**src/rtl/y86_pkg.sv**
```systemverilog
// ----------------------------------------------------------------------------
// y86_pkg: shared Y86-64 register IDs and register-file default widths.
// Revision: 1.0
// ----------------------------------------------------------------------------
`default_nettype none

package y86_pkg;

  localparam int DATA_W_DEF = 64;
  localparam int ID_W_DEF   = 4;

  typedef enum logic [3:0] {
    RAX   = 4'h0,
    RCX   = 4'h1,
    RDX   = 4'h2,
    RBX   = 4'h3,
    RSP   = 4'h4,
    RBP   = 4'h5,
    RSI   = 4'h6,
    RDI   = 4'h7,
    R8    = 4'h8,
    R9    = 4'h9,
    R10   = 4'hA,
    R11   = 4'hB,
    R12   = 4'hC,
    R13   = 4'hD,
    R14   = 4'hE,
    RNONE = 4'hF
  } reg_id_e;

  localparam int RSP_ID_DEF = int'(RSP);
  localparam int RNONE_ID   = int'(RNONE);

endpackage

`default_nettype wire

```
**src/rtl/regfile_bypass.sv**
```systemverilog
// ----------------------------------------------------------------------------
// regfile_bypass: one read port, stored value or same-cycle write data (M over E).
// Revision: 1.0
// ----------------------------------------------------------------------------
`default_nettype none

module regfile_bypass #(
  parameter int DATA_W = 64,
  parameter int ID_W   = 4,
  parameter int NREGS  = 15,
  parameter bit BYPASS = 1'b1
) (
  input  logic [ID_W-1:0]   i_src,
  input  logic [DATA_W-1:0] i_stored,
  input  logic [ID_W-1:0]   i_dst_e,
  input  logic [DATA_W-1:0] i_val_e,
  input  logic              i_we_e,
  input  logic [ID_W-1:0]   i_dst_m,
  input  logic [DATA_W-1:0] i_val_m,
  input  logic              i_we_m,
  output logic [DATA_W-1:0] o_val
);

  localparam logic [ID_W-1:0] c_RNONE = '1;

  logic w_src_valid;

  assign w_src_valid = (i_src != c_RNONE) && (int'(i_src) < NREGS);

  always_comb begin
    o_val = '0;
    if (w_src_valid) begin
      o_val = i_stored;
      // M is checked first so the forwarded value matches what the edge commits
      if (BYPASS) begin
        if (i_we_m && (i_dst_m == i_src)) begin
          o_val = i_val_m;
        end else if (i_we_e && (i_dst_e == i_src)) begin
          o_val = i_val_e;
        end
      end
    end
  end

endmodule

`default_nettype wire

```
**src/rtl/regfile_2r2w.sv**
```systemverilog
// ----------------------------------------------------------------------------
// regfile_2r2w: Y86-64 register file, two combinational reads, two writes (E, M).
// Revision: 1.0
// ----------------------------------------------------------------------------
`default_nettype none

module regfile_2r2w
  import y86_pkg::*;
#(
  parameter int                DATA_W   = DATA_W_DEF,
  parameter int                NREGS    = 15,
  parameter int                ID_W     = ID_W_DEF,
  parameter int                RSP_ID   = RSP_ID_DEF,
  parameter logic [DATA_W-1:0] RSP_INIT = DATA_W'(10),
  parameter bit                BYPASS   = 1'b1
) (
  input  logic              clk,
  input  logic              rst_n,
  input  logic [ID_W-1:0]   srcA,
  input  logic [ID_W-1:0]   srcB,
  output logic [DATA_W-1:0] valA,
  output logic [DATA_W-1:0] valB,
  input  logic [ID_W-1:0]   dstE,
  input  logic [DATA_W-1:0] valE,
  input  logic              weE,
  input  logic [ID_W-1:0]   dstM,
  input  logic [DATA_W-1:0] valM,
  input  logic              weM,
  input  logic [ID_W-1:0]   dbg_id,
  output logic [DATA_W-1:0] dbg_val,
  output logic              wr_err
);

  localparam logic [ID_W-1:0] c_RNONE  = '1;
  localparam int              c_VIEW_N = 2 ** ID_W;

  logic [DATA_W-1:0] r_regs [NREGS];
  logic              r_wr_err;
  logic [DATA_W-1:0] w_view [c_VIEW_N];
  logic              w_wr_e;
  logic              w_wr_m;
  logic              w_err_e;
  logic              w_err_m;

  function automatic logic id_valid(input logic [ID_W-1:0] id);
    return (id != c_RNONE) && (int'(id) < NREGS);
  endfunction

  assign w_wr_e  = weE && id_valid(dstE);
  assign w_wr_m  = weM && id_valid(dstM);
  assign w_err_e = weE && (dstE != c_RNONE) && !id_valid(dstE);
  assign w_err_m = weM && (dstM != c_RNONE) && !id_valid(dstM);

  // M is assigned after E so it wins a same-register collision
  always_ff @(posedge clk or negedge rst_n) begin
    if (!rst_n) begin
      for (int i = 0; i < NREGS; i++) begin
        r_regs[i] <= (i == RSP_ID) ? RSP_INIT : DATA_W'(i);
      end
      r_wr_err <= 1'b0;
    end else begin
      for (int i = 0; i < NREGS; i++) begin
        if (w_wr_e && (dstE == ID_W'(i))) r_regs[i] <= valE;
        if (w_wr_m && (dstM == ID_W'(i))) r_regs[i] <= valM;
      end
      r_wr_err <= w_err_e || w_err_m;
    end
  end

  // Full ID-space view: unimplemented IDs and RNONE read as zero
  generate
    for (genvar k = 0; k < c_VIEW_N; k++) begin : g_view
      if ((k < NREGS) && (k != c_VIEW_N - 1)) begin : g_live
        assign w_view[k] = r_regs[k];
      end else begin : g_pad
        assign w_view[k] = '0;
      end
    end
  endgenerate

  assign dbg_val = w_view[dbg_id];
  assign wr_err  = r_wr_err;

  regfile_bypass #(
    .DATA_W (DATA_W),
    .ID_W   (ID_W),
    .NREGS  (NREGS),
    .BYPASS (BYPASS)
  ) u_port_a (
    .i_src    (srcA),
    .i_stored (w_view[srcA]),
    .i_dst_e  (dstE),
    .i_val_e  (valE),
    .i_we_e   (weE),
    .i_dst_m  (dstM),
    .i_val_m  (valM),
    .i_we_m   (weM),
    .o_val    (valA)
  );

  regfile_bypass #(
    .DATA_W (DATA_W),
    .ID_W   (ID_W),
    .NREGS  (NREGS),
    .BYPASS (BYPASS)
  ) u_port_b (
    .i_src    (srcB),
    .i_stored (w_view[srcB]),
    .i_dst_e  (dstE),
    .i_val_e  (valE),
    .i_we_e   (weE),
    .i_dst_m  (dstM),
    .i_val_m  (valM),
    .i_we_m   (weM),
    .o_val    (valB)
  );

endmodule

`default_nettype wire

```
**config.mk**
```make
export PLATFORM = sky130hd
export DESIGN_NAME = regfile_2r2w
export DESIGN_NICKNAME = d
export VERILOG_FILES = /design/src/rtl/y86_pkg.sv /design/src/rtl/regfile_bypass.sv /design/src/rtl/regfile_2r2w.sv
export SDC_FILE = /design/constraint.sdc
export NUM_CORES = 2
export LEC_CHECK = 0
export BUFFER_PORTS_ARGS = -buffer_cell sky130_fd_sc_hd__buf_2
export CORE_ASPECT_RATIO = 0.9
export CORE_MARGIN = 8
export CORE_UTILIZATION = 43
export CTS_BUF_LIST = sky130_fd_sc_hd__clkbuf_4
export CTS_CLUSTER_DIAMETER = 50
export CTS_CLUSTER_SIZE = 20
export DETAILED_ROUTE_END_ITERATION = 12
export SYNTH_ARGS = -nofsm -noshare
export SYNTH_HDL_FRONTEND = slang
export SYNTH_SLANG_ARGS = --single-unit
```
**constraint.sdc**
```tcl
create_clock -name clk -period 5.3 [get_ports clk]
set_input_delay 1.06 -clock clk [delete_from_list [all_inputs] [get_ports clk]]
set_output_delay 1.06 -clock clk [all_outputs]
set_load 0.05 [all_outputs]
```
* Word-level counts from Yosys, hierarchy flattened
Index checks and enable logic that the tools add are counted.
** Storage, ports and cells
- Bits in registers :: 961
- Latch bits :: 0
- Memory bits (writable) :: 0
- ROM bits :: 0
- Input port bits :: 152
- Output and inout bits :: 193
- Logic and storage cells :: 171
- Memories kept :: 0
** Cells by class
- $add $sub $neg :: 0
- Multiply operators :: 0
- Divide/modulo/power cells :: 0
- $lt $le $gt $ge :: 7
- Equality and inequality tests :: 36
- Shifts and indexed selects :: 0
- Muxes and demuxes :: 45
- Bitwise operators :: 3
- Reductions and logical operators :: 64
** Operator list (count)
- $mux 64 :: 42
- $bmux 64 s4 :: 3
- $eq 4x4->1 const B :: 14
- $logic_and 1x1->1 :: 44
- $eq 4x3->1 const B :: 8
- $reduce_bool 2->1 :: 15
- $eq 4x2->1 const B :: 4
- $eq 4x4->1 :: 4
- $lt 4x4->1 const B :: 4
- $ne 4x4->1 const B :: 4
- $ge 5x5->1 const B :: 3
- $not 4->5 :: 3
- $eq 4x1->1 const B :: 2
- $logic_not 4->1 :: 2
- $logic_not 1->1 :: 2
- $logic_or 1x1->1 :: 1

* Logic depth before layout (Yosys ltp)
- Depth in word-level cells :: 7
- Mapped depth :: 9
- Depth with buffers taken out :: 5

* Modules after synthesis
Synthesis repeated with hierarchy kept, for this count alone.
** Unflattened totals
- Cell total of the unflattened synthesis :: 7224
- Area, all modules :: 71803.9 µm²
** Modules (own cells, without submodules)
- regfile_2r2w :: times used 1, cells an instance 6558, area an instance 67795.0 µm², sequential area each 24084.3 µm²
- regfile_bypass :: times used 2, cells an instance 333, area an instance 2004.4 µm², sequential area each 0.0 µm²

* Worst setup path after synthesis
Ideal clock, no wire load.
- Path type :: input to output
- From :: input srcA[1]
- To :: output valA[12]
- Arrival time :: 3.398 ns
- Required time :: 4.240 ns
- Path slack :: 0.842 ns
- Stages :: 9
- Buffers on the path :: 4
- Cells stage by stage :: buf_4 > nor2b_1 > buf_2 > buf_2 > buf_2 > nand2_1 > o211ai_1 > o211ai_1 > a311oi_1
** Between the ends
- Word-level cells in the longest chain between the ends :: 7
- Elaborated cells between the ends (all ways) :: 14
- Classes of those cells :: order compare: 1; eq/ne: 3; mux: 6; bitwise: 1; reduce/logical: 3
** RTL lines
- start, declared :: RTL line regfile_2r2w.sv:19 : input logic [ID_W-1:0] srcA,
- $not 4->5 (implied by the code) :: RTL line regfile_2r2w.sv:91 : .i_stored (w_view[srcA]),
- $bmux 64 s4 :: RTL line regfile_2r2w.sv:91
- $mux 64 (implied by the code) (2 in series) :: RTL line regfile_2r2w.sv:91
- $mux 64 :: RTL line regfile_bypass.sv:38 : end else if (i_we_e && (i_dst_e == i_src)) begin
- $mux 64 :: RTL line regfile_bypass.sv:36 : if (i_we_m && (i_dst_m == i_src)) begin
- $mux 64 (*) :: RTL line regfile_bypass.sv:32 : if (w_src_valid) begin
- end, declared :: RTL line regfile_2r2w.sv:21 : output logic [DATA_W-1:0] valA,
Every way passes the cells marked *; elsewhere a longest branch is shown, timed or not. The select of a mux whose other input is x is not followed.

* Final worst setup path
- From :: input dstM[0]
- To :: output valB[17]
** Between the ends
- Word-level cells in the longest chain between the ends :: 4
** RTL lines
- start, declared :: RTL line regfile_2r2w.sv:26 : input logic [ID_W-1:0] dstM,
- $eq 4x4->1 :: RTL line regfile_bypass.sv:36
- $logic_and 1x1->1 :: RTL line regfile_bypass.sv:36
- $mux 64 :: RTL line regfile_bypass.sv:36
- $mux 64 :: RTL line regfile_bypass.sv:32
- end, declared :: RTL line regfile_2r2w.sv:22 : output logic [DATA_W-1:0] valB,
Every way passes these cells.

==> impl_metrics.tcl <==
set metrics [dict create \
    die_area_um2 178300 \
    grt_max_degree 131 \
    finish.instance_area_um2 77560 \
    p_int_mw 16.33 \
    final_cells 9232 \
    synth_edf_count 0 \
    final.setup.tns_ps 0 \
    powerDensity_nw_per_um2 349.7 \
    violations "DRC" \
    finalCriticalPeriod_ps 5277 \
    post_cts_buffers 0 \
    synth_nets 7348 \
    final_cell_mix "1382 x mux2i_1, 932 x dfrtp_1, 639 x a21oi_1" \
    critPathBufInv 3 \
    synth_seq_cells 961 \
    hold-worst-slack_ps 191.6 \
    num_io_pins 345 \
    port_buffers 344 \
    gp_congestion 0.8896 \
    cap_violations 0 \
    final_antenna_net_count 0 \
    cts-root-buf "clkbuf_4" \
    cp.required_ps 4240 \
    grt_first_pass_wirelength_um 437200 \
    vias_per_cell 6.882 \
    cp_slowest_cell "a311oi_1" \
    start_kind "input pin" \
    drtIter0Drc 8652 \
    r2r_end "r_regs[513]$_DFFE_PN1P_" \
    placed_cells 8954 \
    slew_viol_final 0 \
    p_sw_mw 10.79 \
    crit_fanout 29 \
    routed_wl_um 301300 \
    start_util 0.4325 \
    final_common_cell "mux2i_1" \
    numClockSinks 961 \
    combPwrFrac 0.363 \
    ys_async_sr_fraction 1.000 \
    cts-resized-gates 0 \
    insertion_delay_ps 1160 \
    slew_headroom 0.04006 \
    dieHeight_um 401.4 \
    r2r-start "r_regs[513]$_DFFE_PN1P_" \
    vias 63530 \
    area_delta_synth_final_pct 9.318 \
    swShare 0.3978 \
    drc_errors 2 \
    finalCritPeriodShare 0.9957 \
    outcome "finished with violations" \
    htree_levels 4 \
    grt_overflow_total 0 \
    worst_pin_slew_ps 1430 \
    skew_ps 0 \
    vdd_drop_max_uv 211.5 \
    path_clk_slew_ps 130 \
    hold_end "r_regs[643]$_DFFE_PN1P_" \
    reg2reg_depth 2 \
    p_leak_nw 31.82 \
    ys_types 48 \
    fmax_mhz 189.5 \
    place_area_um2 75140 \
    r2r_slack_ps 4390 \
    cts_tree "built" \
    hold_start "valM[3]" \
    setup_viol 0 \
    yosys_warnings 0 \
    wl_per_cell_um 32.63 \
    cts-buffers-inserted 139 \
    syn_avg_cell_area_um2 9.860 \
    final_hold_viol_count 0 \
    worstPathCellList "buf_2, xor2_1, nor3_1, nand3_4, and2_4, buf_4, a311oi_1, buf_12" \
    min_path_cells 3 \
    crit_family "compound AO/OA/AOI/OAI gates" \
    rsz0062_at_grt "false" \
    syn_inst 7196 \
    grt_pass1_vias 61960 \
    syn-cell-area_um2 70950 \
    antenna_found_initial 31 \
    clockBufferDepth 3 \
    path_class "input pin to output pin" \
    seqPwrFrac 0.418 \
    grtUsageTotal 0.3240 \
    die_x_um 444.2 \
    worstPathArrival_ps 4220 \
    firstDrtPassIters 12 \
    holdCritPathClass "input pin to flip-flop" \
    rows 141 \
    synthFlopType "dfrtp_1" \
    nNetsFinal 7103 \
    core_area_um2 164100 \
    seq_area_frac_synth 0.3394 \
    cpPeakStageDelay_ps 1180 \
    drive_gt1_frac 0.1964 \
    dp_hpwl_um 172200 \
    p_clk_frac 0.219 \
    cp-end-kind "output pin" \
]
[worst max-delay path by stage]
stage | startpoint | end | slack (ps) | cells past startpoint
global route | dstM[0] | valB[17] | 240 | 8
global placement | dstM[0] | valB[17] | 150 | 8
floorplan | srcA[1] | valA[12] | 840 | 9
finish | dstM[0] | valB[17] | 20 | 8
CTS | dstM[0] | valB[17] | 180 | 8
detailed placement | dstM[0] | valB[17] | 180 | 8
[worst register-to-register path: cells and delay by family, from the launching register on]
family	cells	cell delay, ps
muxes	1	90
AOI/OAI and AO/OA	1	170
DFF	1	580
[power groups by stage]
stage,registers (mW),logic (mW),clock network (mW)
finish,11.3,9.86,5.94
global placement,11.2,9.58,0
global route,11.5,10.5,6.30
CTS,11.2,9.78,6.02
floorplan,10.6,6.99,0
detailed placement,11.3,9.77,0
[through the flow]
step	worst slack, ps	utilization	power, mW
floorplan	842.3	-	17.63
global placement	146.1	0.4580	20.78
detailed placement	180.6	0.4580	21.09
CTS	179.7	0.4724	26.99
global route	236.2	0.4727	28.32
finish	22.67	0.4728	27.12
[synthesized netlist by cell type, types with 69 or more instances]
cell      number  area (um^2)
o211ai_1     256         1922
a221oi_1     115         1007
buf_2        200         1001
nor2_1       579         2173
buf_4        100        750.7
nand2_1      531         1993
mux2i_1     1382        13830
nor2b_1       69        431.7
a311oi_1     126         1104
a21oi_1      639         3198
clkbuf_1     522         1959
nor3_1       133        665.6
mux4_2       461        10380
dfrtp_1      932        23320
o21ai_0      609         3048
o21ai_1       82        410.4
[cell type report]
cell class	count	area [um^2]
diodes	19	47.55
clock inverters	106	1224
inverters	67	254.0
clock buffers	152	1141
flip-flops and latches	961	24080
repair buffers	588	5968
fillers	15110	86510
well taps	2145	2684
multi-input cells	5194	42160
[repair_timing]
action | 4_1_cts | 5_1_grt
endpoints found under the hold margin | 43 | 0
hold buffers | 1 | 0
endpoints found under the setup margin | 0 | 0
[sequential cells by signal, indices dropped and copies added (netlist names)]
register and cells:
wr_err 1, r_regs 960
[cell families after synthesis]
logic type,count (synthesis),synth area share
AOI/OAI and AO/OA,1956,0.1654
muxes,1857,0.3435
and+or+nand+nor,1364,0.07958
buffers and inverters,1041,0.07008
DFF,961,0.3394
xor gates and xnor gates,16,0.001975
other,1,0.00005285
[routing by layer]
metal,vias up,routed length [um],GRT usage
met1,31210,109300,0.4030
met4,18,21740,0.2033
met5,-,122,0
li1,26320,-,-
met3,1244,35390,0.09005
met2,4743,134700,0.4984
Power figures use the tool's default switching activity.
